==> src/rtl/number_checker_sat_counter.sv <==
// ============================================================================
// Module   : sat_counter
// Brief    : Saturating up-counter with synchronous clear (clear wins).
// Revision : 1.0 - initial release
// ============================================================================
`default_nettype none

module sat_counter #(
    parameter int WIDTH = 16
) (
    input  logic             clk,
    input  logic             reset,
    input  logic             inc_i,
    input  logic             clr_i,
    output logic [WIDTH-1:0] count_o
);

    logic [WIDTH-1:0] count_q;
    logic             w_at_max;

    assign w_at_max = &count_q;

    always_ff @(posedge clk or posedge reset) begin
        if (reset) begin
            count_q <= '0;
        end else if (clr_i) begin
            count_q <= '0;
        end else if (inc_i && !w_at_max) begin
            count_q <= count_q + {{(WIDTH-1){1'b0}}, 1'b1};
        end
    end

    assign count_o = count_q;

endmodule

`default_nettype wire

==> config.mk <==
export PLATFORM = sky130hd
export DESIGN_NAME = sat_counter
export DESIGN_NICKNAME = d
export VERILOG_FILES = /design/src/rtl/number_checker_sat_counter.sv
export SDC_FILE = /design/constraint.sdc
export NUM_CORES = 1
export LEC_CHECK = 0
export BUFFER_PORTS_ARGS = -buffer_cell sky130_fd_sc_hd__buf_2
export CORE_MARGIN = 4
export CORE_UTILIZATION = 56
export CTS_CLUSTER_DIAMETER = 50
export DETAILED_ROUTE_END_ITERATION = 8
export PLACE_DENSITY = 0.82
export SYNTH_ARGS = -nofsm -noshare
export SYNTH_HDL_FRONTEND = slang
export SYNTH_SLANG_ARGS = --single-unit
==> constraint.sdc <==
create_clock -name clk -period 2.8 [get_ports clk]
set_input_delay 0.28 -clock clk [delete_from_list [all_inputs] [get_ports clk]]
set_output_delay 0.28 -clock clk [all_outputs]
set_load 0.01 [all_outputs]
Word level (Yosys, flattened, before mapping)
Index checks and enable logic that the tools add are counted.
- $add $sub $neg: 1
- multipliers: 0
- div/mod/pow operators: 0
- magnitude comparators: 0
- equal/unequal tests: 0
- shift-type cells: 0
- mux-type cells: 2
- bitwise logic cells: 0
- reductions and logical operators: 4
- operators with widths (operator ; number):
    16-bit 2-to-1 mux ; 2
    16-bit by 1-bit adder with 16-bit output, second input constant ; 1
    16-bit AND reduction ; 1
    2-bit nonzero test ; 1
    1-bit logical AND ; 1
    1-bit logical NOT ; 1
- bits in registers: 16
- latch bits: 0
- bits in writable memories: 0
- ROM bits: 0
- bits of input ports: 4
- word-level logic and storage cells: 8
- memories: 0

Longest topological paths before layout
Gate-level depths: netlist (run 1).
- word-level depth: 5
- depth in mapped cells: 6
- depth with buffers taken out: 5

Worst setup path before layout (run 1)
Ideal clock, no wire load.
- path type: reg2reg
- start: register count_q[0], in the netlist count_o[0]
- end: register count_q[12], in the netlist count_o[12]
- data arrival time: 1.749 ns
- data required time: 2.722 ns
- path slack: 0.973 ns
- stages on the path, launching flop included: 7
- path buffers: 1
- clock period less this slack: 1.827 ns
- path through: dfrtp_1 -> ha_1 -> nand2_1 -> or3_1 -> buf_2 -> or4_1 -> a21oi_1
- longest elaborated chain between the ends: 4
- elaborated cells on any way between the ends: 7
- ends and longest elaborated chain (what ; RTL line ; text):
    start: declaration ; 18 ; logic [WIDTH-1:0] count_q;
    start signal: assignment ; 29 ; count_q <= count_q + {{(WIDTH-1){1'b0}}, 1'b1};
    branches (longest 4 deep; another with 16-bit by 1-bit adder with 16-bit output) ; n/a ;
Parallel ways; which one is timed is not known. The select of a mux whose other input is x is not followed.
A chain may end at the register's enable or synchronous reset.

Worst setup path after layout (run 1)
Ends and elaborated chain as after synthesis.

==> summary.txt, run 1 <==
wire length of the first global-routing pass = 3.35 mm
CTS Buf Count = 3
routed len/inst = 13.6 um
syn nets = 109
worst-path fanout max = 8
initial antenna violation count = 0
outcome = finished clean
Tcrit/Tclk final = 67.7%
Netlist cell types = 33
Final WS setup = 0.903 ns
Cell Rows = 14
DRC violations left = 0
Hold WC Path Type = input pin to asynchronous set/reset pin
Die ar. = 2360 sq um
max cap viols = 0
Nets = 129
H-tree Lvls = 1
vias in the first global route = 758
# Post-CTS Setup Buffers = 0
Fill cells = 125
ant diodes = 0
overall power = 411 uW
Vias/cell = 6.04
GRT Util Overall = 17.2%
clock root cell = clkbuf_4
total number of yosys warnings = 0
Syn Area/Cell = 8.87 sq um
Setup violations, final = 0
Pre-Repair DR Iteration Count = 4
delay-heaviest family, CP = simple AND/OR/NAND/NOR gates
power per cell area = 389 nW/um^2
Detailed Place HPWL = 1.39 mm
Bufs and invs on worst path = 0
Synth Instances = 104
crit start category = flip-flop
main combinational cell family by area after synthesis = simple AND/OR/NAND/NOR gates
largest net degree at the start of global routing = 23
core area = 1520 sq um
non-filler instance count after layout = 139
mux contribution to synthesized area = 4.75%
CTS tree = done
total gr overflow = 0
worst path cell trace = ha_1, nand2_1, or3_1, or4_1, a21oi_1
layout cells sized above 1 = 24.4%
post-synthesis register bit count = 16
post-synthesis sequential area ratio = 43.4%
initial core utilization = 60.5%
GPL Wtd Cong = 0.824
chip height = 48.6 um
Placement Setup Slack = 0.938 ns
Static Leakage = 0.462 nW
worst IR drop on VDD = 0.312 mV
Hold Violations, Final = 0
clk_lat worst skew = 0.28 ns
TNS Setup = 0 ns
RSZ-0062 raised after global routing = no
post-route ant nets = 0
Area Growth Syn to Fin = 14.5%
final setup skew = 0.00572 ns
Via Count = 839
post_cts resized = 0
Synth Area in XOR/XNOR = 0%
most common cell after layout, fill and taps aside = buf_2
max frequency = 527 MHz
mapped cell area = 922 sq um
clock-pin slew on the worst setup and hold paths = 0.09 ns
final WL = 1.89 mm
port buffer count = 19
critical path's slowest cell = or4_1
placed cells = 135
commonest cells after routing, fill and taps aside = 19 x buf_2, 16 x dfrtp_1, 9 x nor2_1
Worst slew margin = 51.9%
adder-cell share of the synthesized area = 1.36%
Largest stage delay, worst path = 0.49 ns
Worst Tran Pin Value = 0.715 ns
pins over their slew limit = 0
clock sinks = 16
die width = 48.6 um
Initial DRC Count = 17
Worst Path Required = 3.00 ns
Simple-Gate Fraction of Synth Area = 27.7%
Crit Path Class = flip-flop to flip-flop
min Tclk post-route = 1.90 ns
Worst Path Arrival = 2.10 ns
Synth Area in Compound Gates = 18.5%
clk buf depth = 2
max FFs per register = 16
IO Pins = 20
CP endpoint kind = flip-flop
hold buffers post-CTS = 0
## Yosys cell counts
cell       number  area, sq um
dfrtp_1        16          400
nor2_1          9         33.8
a21oi_1         8         40.0
or3_1           8         50.1
inv_1           6         22.5
nand2_1         6         22.5
nand3_1         5         25.0
o21ai_0         5         25.0
o31ai_1         5         37.5
nand2b_1        4         25.0
mux2_2          3         33.8
or4_1           3         22.5
a211oi_1        2         15.0
a31oi_1         2         12.5
and3_1          2         12.5
clkbuf_1        2         7.51
nor2b_1         2         12.5
a2111oi_0       1         8.76
a21boi_0        1         7.51
a31o_2          1         8.76
buf_2           1         5.00
clkbuf_2        1         5.00
ha_1            1         12.5
mux2i_1         1         10.0
nand3_2         1         10.0
nand4_1         1         6.26
nor3_1          1         5.00
nor3_2          1         10.0
nor3b_1         1         7.51
nor4_1          1         6.26
o211ai_1        1         7.51
o21bai_1        1         7.51
or2_2           1         6.26
## kinds of logic (layout without fill, tap and decap cells)
logic type      count (synthesis)  in the layout
fa+ha+maj                       1              1
mux                             4              4
buf+inv                        10             29
compound gates                 27             27
simple gates                   46             46
flops                          16             16
## report_power, final
part           internal, mW  switching [mW]  total [mW]  leakage, nW
sequential            0.234         0.00356       0.237        0.222
clock                0.0789          0.0682       0.147       0.0210
combinational        0.0100          0.0165      0.0265        0.219
## final cells by class
cell class                 instances  area (sq um)  share of cell area, %
clock buffer                       4          36.3                   3.44
inverter                           6          22.5                   2.13
multi-input combinational         78           482                   45.6
tap                               16          20.0                   1.90
sequential                        16           400                   37.9
timing repair buffer              19          95.1                   9.00
## per-layer routing
layer  global-route usage [%]  wire length (um)
met3                     3.99                81
met1                     21.6               796
met5                        0                 0
met2                     29.3              1010
met4                     4.93                 8
## final timing paths
| kind | startpoint | to | slack [ns] | cells after the start |
|---|---|---|---|---|
| min in group clk | inc_i | count_o[6] | 0.34 | 3 |
| min | reset | count_o[0] | 0.06 | 2 |
| max reg2reg | count_o[0] | count_o[12] | 0.90 | 5 |
| min reg2reg | count_o[4] | count_o[4] | 0.54 | 1 |
| max in group asynchronous | reset | count_o[10] | 2.34 | 2 |
| max | count_o[0] | count_o[12] | 0.90 | 5 |
## per-stage QoR
step                hold slack (ns)  area, sq um  util [%]
floorplan                     0.194          922         -
global placement              0.369         1020      66.9
detailed placement            0.381         1020      66.9
CTS                          0.0691         1060      69.3
global route                 0.0848         1060      69.3
finish                       0.0583         1060      69.3
No activity file was read; power rests on OpenSTA's default activity.
==> run 2, diff against run 1 <==
--- a/config.mk
+++ b/config.mk
@@ -7,10 +7,10 @@
 export LEC_CHECK = 0
 export BUFFER_PORTS_ARGS = -buffer_cell sky130_fd_sc_hd__buf_2
 export CORE_MARGIN = 4
-export CORE_UTILIZATION = 56
+export CORE_UTILIZATION = 52
 export CTS_CLUSTER_DIAMETER = 50
 export DETAILED_ROUTE_END_ITERATION = 8
-export PLACE_DENSITY = 0.82
+export PLACE_DENSITY = 0.77
 export SYNTH_ARGS = -nofsm -noshare
 export SYNTH_HDL_FRONTEND = slang
 export SYNTH_SLANG_ARGS = --single-unit
==> constraint.sdc (replaced) <==
create_clock -name clk -period 1.9 [get_ports clk]
set_input_delay 0.19 -clock clk [delete_from_list [all_inputs] [get_ports clk]]
set_output_delay 0.19 -clock clk [all_outputs]
set_load 0.01 [all_outputs]
==> run 2 against run 1 <==
Wire length grew 19%. Critical path type unchanged. Global-route usage grew 2.4 points. Largest power group unchanged. Highest routed layer unchanged. Combinational power grew 89%.
==> summary.txt, run 2 (same netlist as run 1, synthesis figures left out) <==
outcome = finished clean
Min Hold Slack = 0.226 ns (+0.167 ns)
RSZ-0062 raised after global routing = no
Vias/cell = 5.91 (-2.1%)
clock root cell = clkbuf_4
die width = 50.1 um (+3.1%)
Area Growth Syn to Fin = 24.0%
crit start category = flip-flop
final setup skew = 0.00715 ns (+0.00143 ns)
non-filler instance count after layout = 154 (+11%)
chip height = 50.1 um (+3.1%)
H-tree Lvls = 1 (unchanged)
IO Pins = 20 (unchanged)
Crit Path Class = flip-flop to flip-flop
Hold Path Depth = 3
register share of total power = 55.2% (-2.5 points)
reg-to-reg startpoint = count_o[0]
clk buf depth = 2 (unchanged)
worst-path fanout max = 5 (-3)
vias in the first global route = 801 (+5.7%)
Worst Path Required = 2.12 ns (-0.88 ns)
Tcrit/Tclk final = 95.7% (+28 points)
Cell Rows = 14 (unchanged)
clk_lat worst skew = 0.30 ns (+0.02 ns)
max FFs per register = 16 (unchanged)
port buffer count = 19 (unchanged)
power per cell area = 558 nW/um^2 (+43%)
Initial DRC Count = 43 (+26)
Static Leakage = 0.494 nW (+6.9%)
Setup violations, final = 0 (unchanged)
register area = 402 sq um (+0.31%)
sw frac = 24.1% (+2.6 points)
clock sinks = 16 (unchanged)
Detailed Place HPWL = 1.47 mm (+6.2%)
CP endpoint kind = flip-flop
ant diodes = 0 (unchanged)
max frequency = 550 MHz (+4.4%)
reg2reg setup slack = 0.08 ns (-0.82 ns)
Nets = 136 (+5.4%)
final WL = 2.24 mm (+19%)
routed len/inst = 14.6 um (+7.0%)
Hold WC Path Type = input pin to flip-flop
layout cells sized above 1 = 30.8% (+6.4 points)
combinational share of power = 7.9% (+1.4 points)
HP Start = inc_i
Hold Violations, Final = 0 (unchanged)
worst reg2reg path depth = 6 (+1)
Pre-Repair DR Iteration Count = 5 (+1)
worst IR drop on VDD = 0.339 mV (+8.5%)
net switching power = 153 uW (+74%)
multi-input combinational cell area = 503 sq um (+4.4%)
GPL Wtd Cong = 0.832 (+0.98%)
post-route ant nets = 0 (unchanged)
wire length of the first global-routing pass = 3.73 mm (+11%)
total gr overflow = 0 (unchanged)
Worst Tran Pin Value = 0.623 ns (-0.0923 ns)
Fill cells = 122 (-2.4%)
min Tclk post-route = 1.82 ns (-0.0795 ns)
sink of the worst hold path = count_o[6]
pins over their slew limit = 0 (unchanged)
clock share of power = 36.9% (+1.1 points)
FF-to-FF End = count_o[14]
max cap viols = 0 (unchanged)
DRC violations left = 0 (unchanged)
largest net degree at the start of global routing = 23 (unchanged)
most common cell after layout, fill and taps aside = buf_2
Worst slew margin = 58.4% (+6.5 points)
CTS tree = done
CTS Buf Count = 3 (unchanged)
core area = 1590 sq um (+4.6%)
Die ar. = 2510 sq um (+6.4%)
Worst Path Arrival = 2.04 ns (-0.06 ns)
clock-pin slew on the worst setup and hold paths = 0.10 ns (about the same)
initial antenna violation count = 0 (unchanged)
Int Power = 484 uW (+50%)
initial core utilization = 57.8% (-2.7 points)
commonest cells after routing, fill and taps aside = 19 x buf_2, 15 x dfrtp_1, 9 x nor2_1
TNS Setup = 0 ns (unchanged)
Via Count = 910 (+8.5%)
placed cells = 147 (+8.9%)
GRT Util Overall = 19.6% (+2.4 points)
run 2: per-layer routing:
layer  global-route usage, %  vias up  share of wire, %
met3                    3.92       10               6.2
met1                    28.5      422                46
met5                       0        -                 0
met2                    29.6       44                46
met4                    5.53        0               2.1
li1                        -      434                 -
run 2: cell type report:
| type | instances | share of cell area (%) |
|---|---|---|
| multi-input cells | 78 | 44.0 |
| inverters | 6 | 1.97 |
| flip-flops and latches | 16 | 35.1 |
| clock buffers | 4 | 3.17 |
| repair buffers | 26 | 13.1 |
| well taps | 24 | 2.63 |
run 2: critical path: stages, from the launching register on:
cell     delay [ns]
dfrtp_1        0.45
ha_4           0.18
nand2_1        0.09
or3_1          0.37
buf_4          0.17
or3_1          0.33
a21oi_2        0.15
run 2: how the worst max path moves through the flow:
stage | start | end | slack [ns]
finish | count_o[0] | count_o[14] | 0.08
global route | count_o[0] | count_o[12] | 0.03
CTS | count_o[1] | count_o[12] | 0.007
detailed placement | count_o[1] | count_o[12] | 0.07
global placement | count_o[0] | count_o[12] | 0.15
floorplan | count_o[0] | count_o[12] | 0.07
run 2: power by group through the flow:
stage	Clock [mW]	Sequential [mW]	Combinational (mW)
2_1_floorplan	0	0.358	0.0244
3_3_place_gp	0	0.356	0.0409
3_5_place_dp	0	0.357	0.0411
4_1_cts	0.237	0.350	0.0426
5_1_grt	0.253	0.352	0.0566
6_report	0.235	0.352	0.0502
run 2: metrics by stage:
step / cell area, sq um / util (%) / total power [mW] / worst slack (ns)
floorplan: 922 / - / 0.382 / 0.0735
detailed placement: 1060 / 66.5 / 0.398 / 0.0694
CTS: 1110 / 69.4 / 0.629 / 0.00675
finish: 1140 / 71.7 / 0.638 / 0.0826
global route: 1140 / 71.7 / 0.662 / 0.0264
global placement: 1060 / 66.5 / 0.396 / 0.153
run 2: repair_timing:
action	CTS	global route
gates resized for setup	0	5
setup endpoints to repair	0	4
buffers inserted	0	2
hold buffers	1	0
endpoints found under the hold margin	16	0
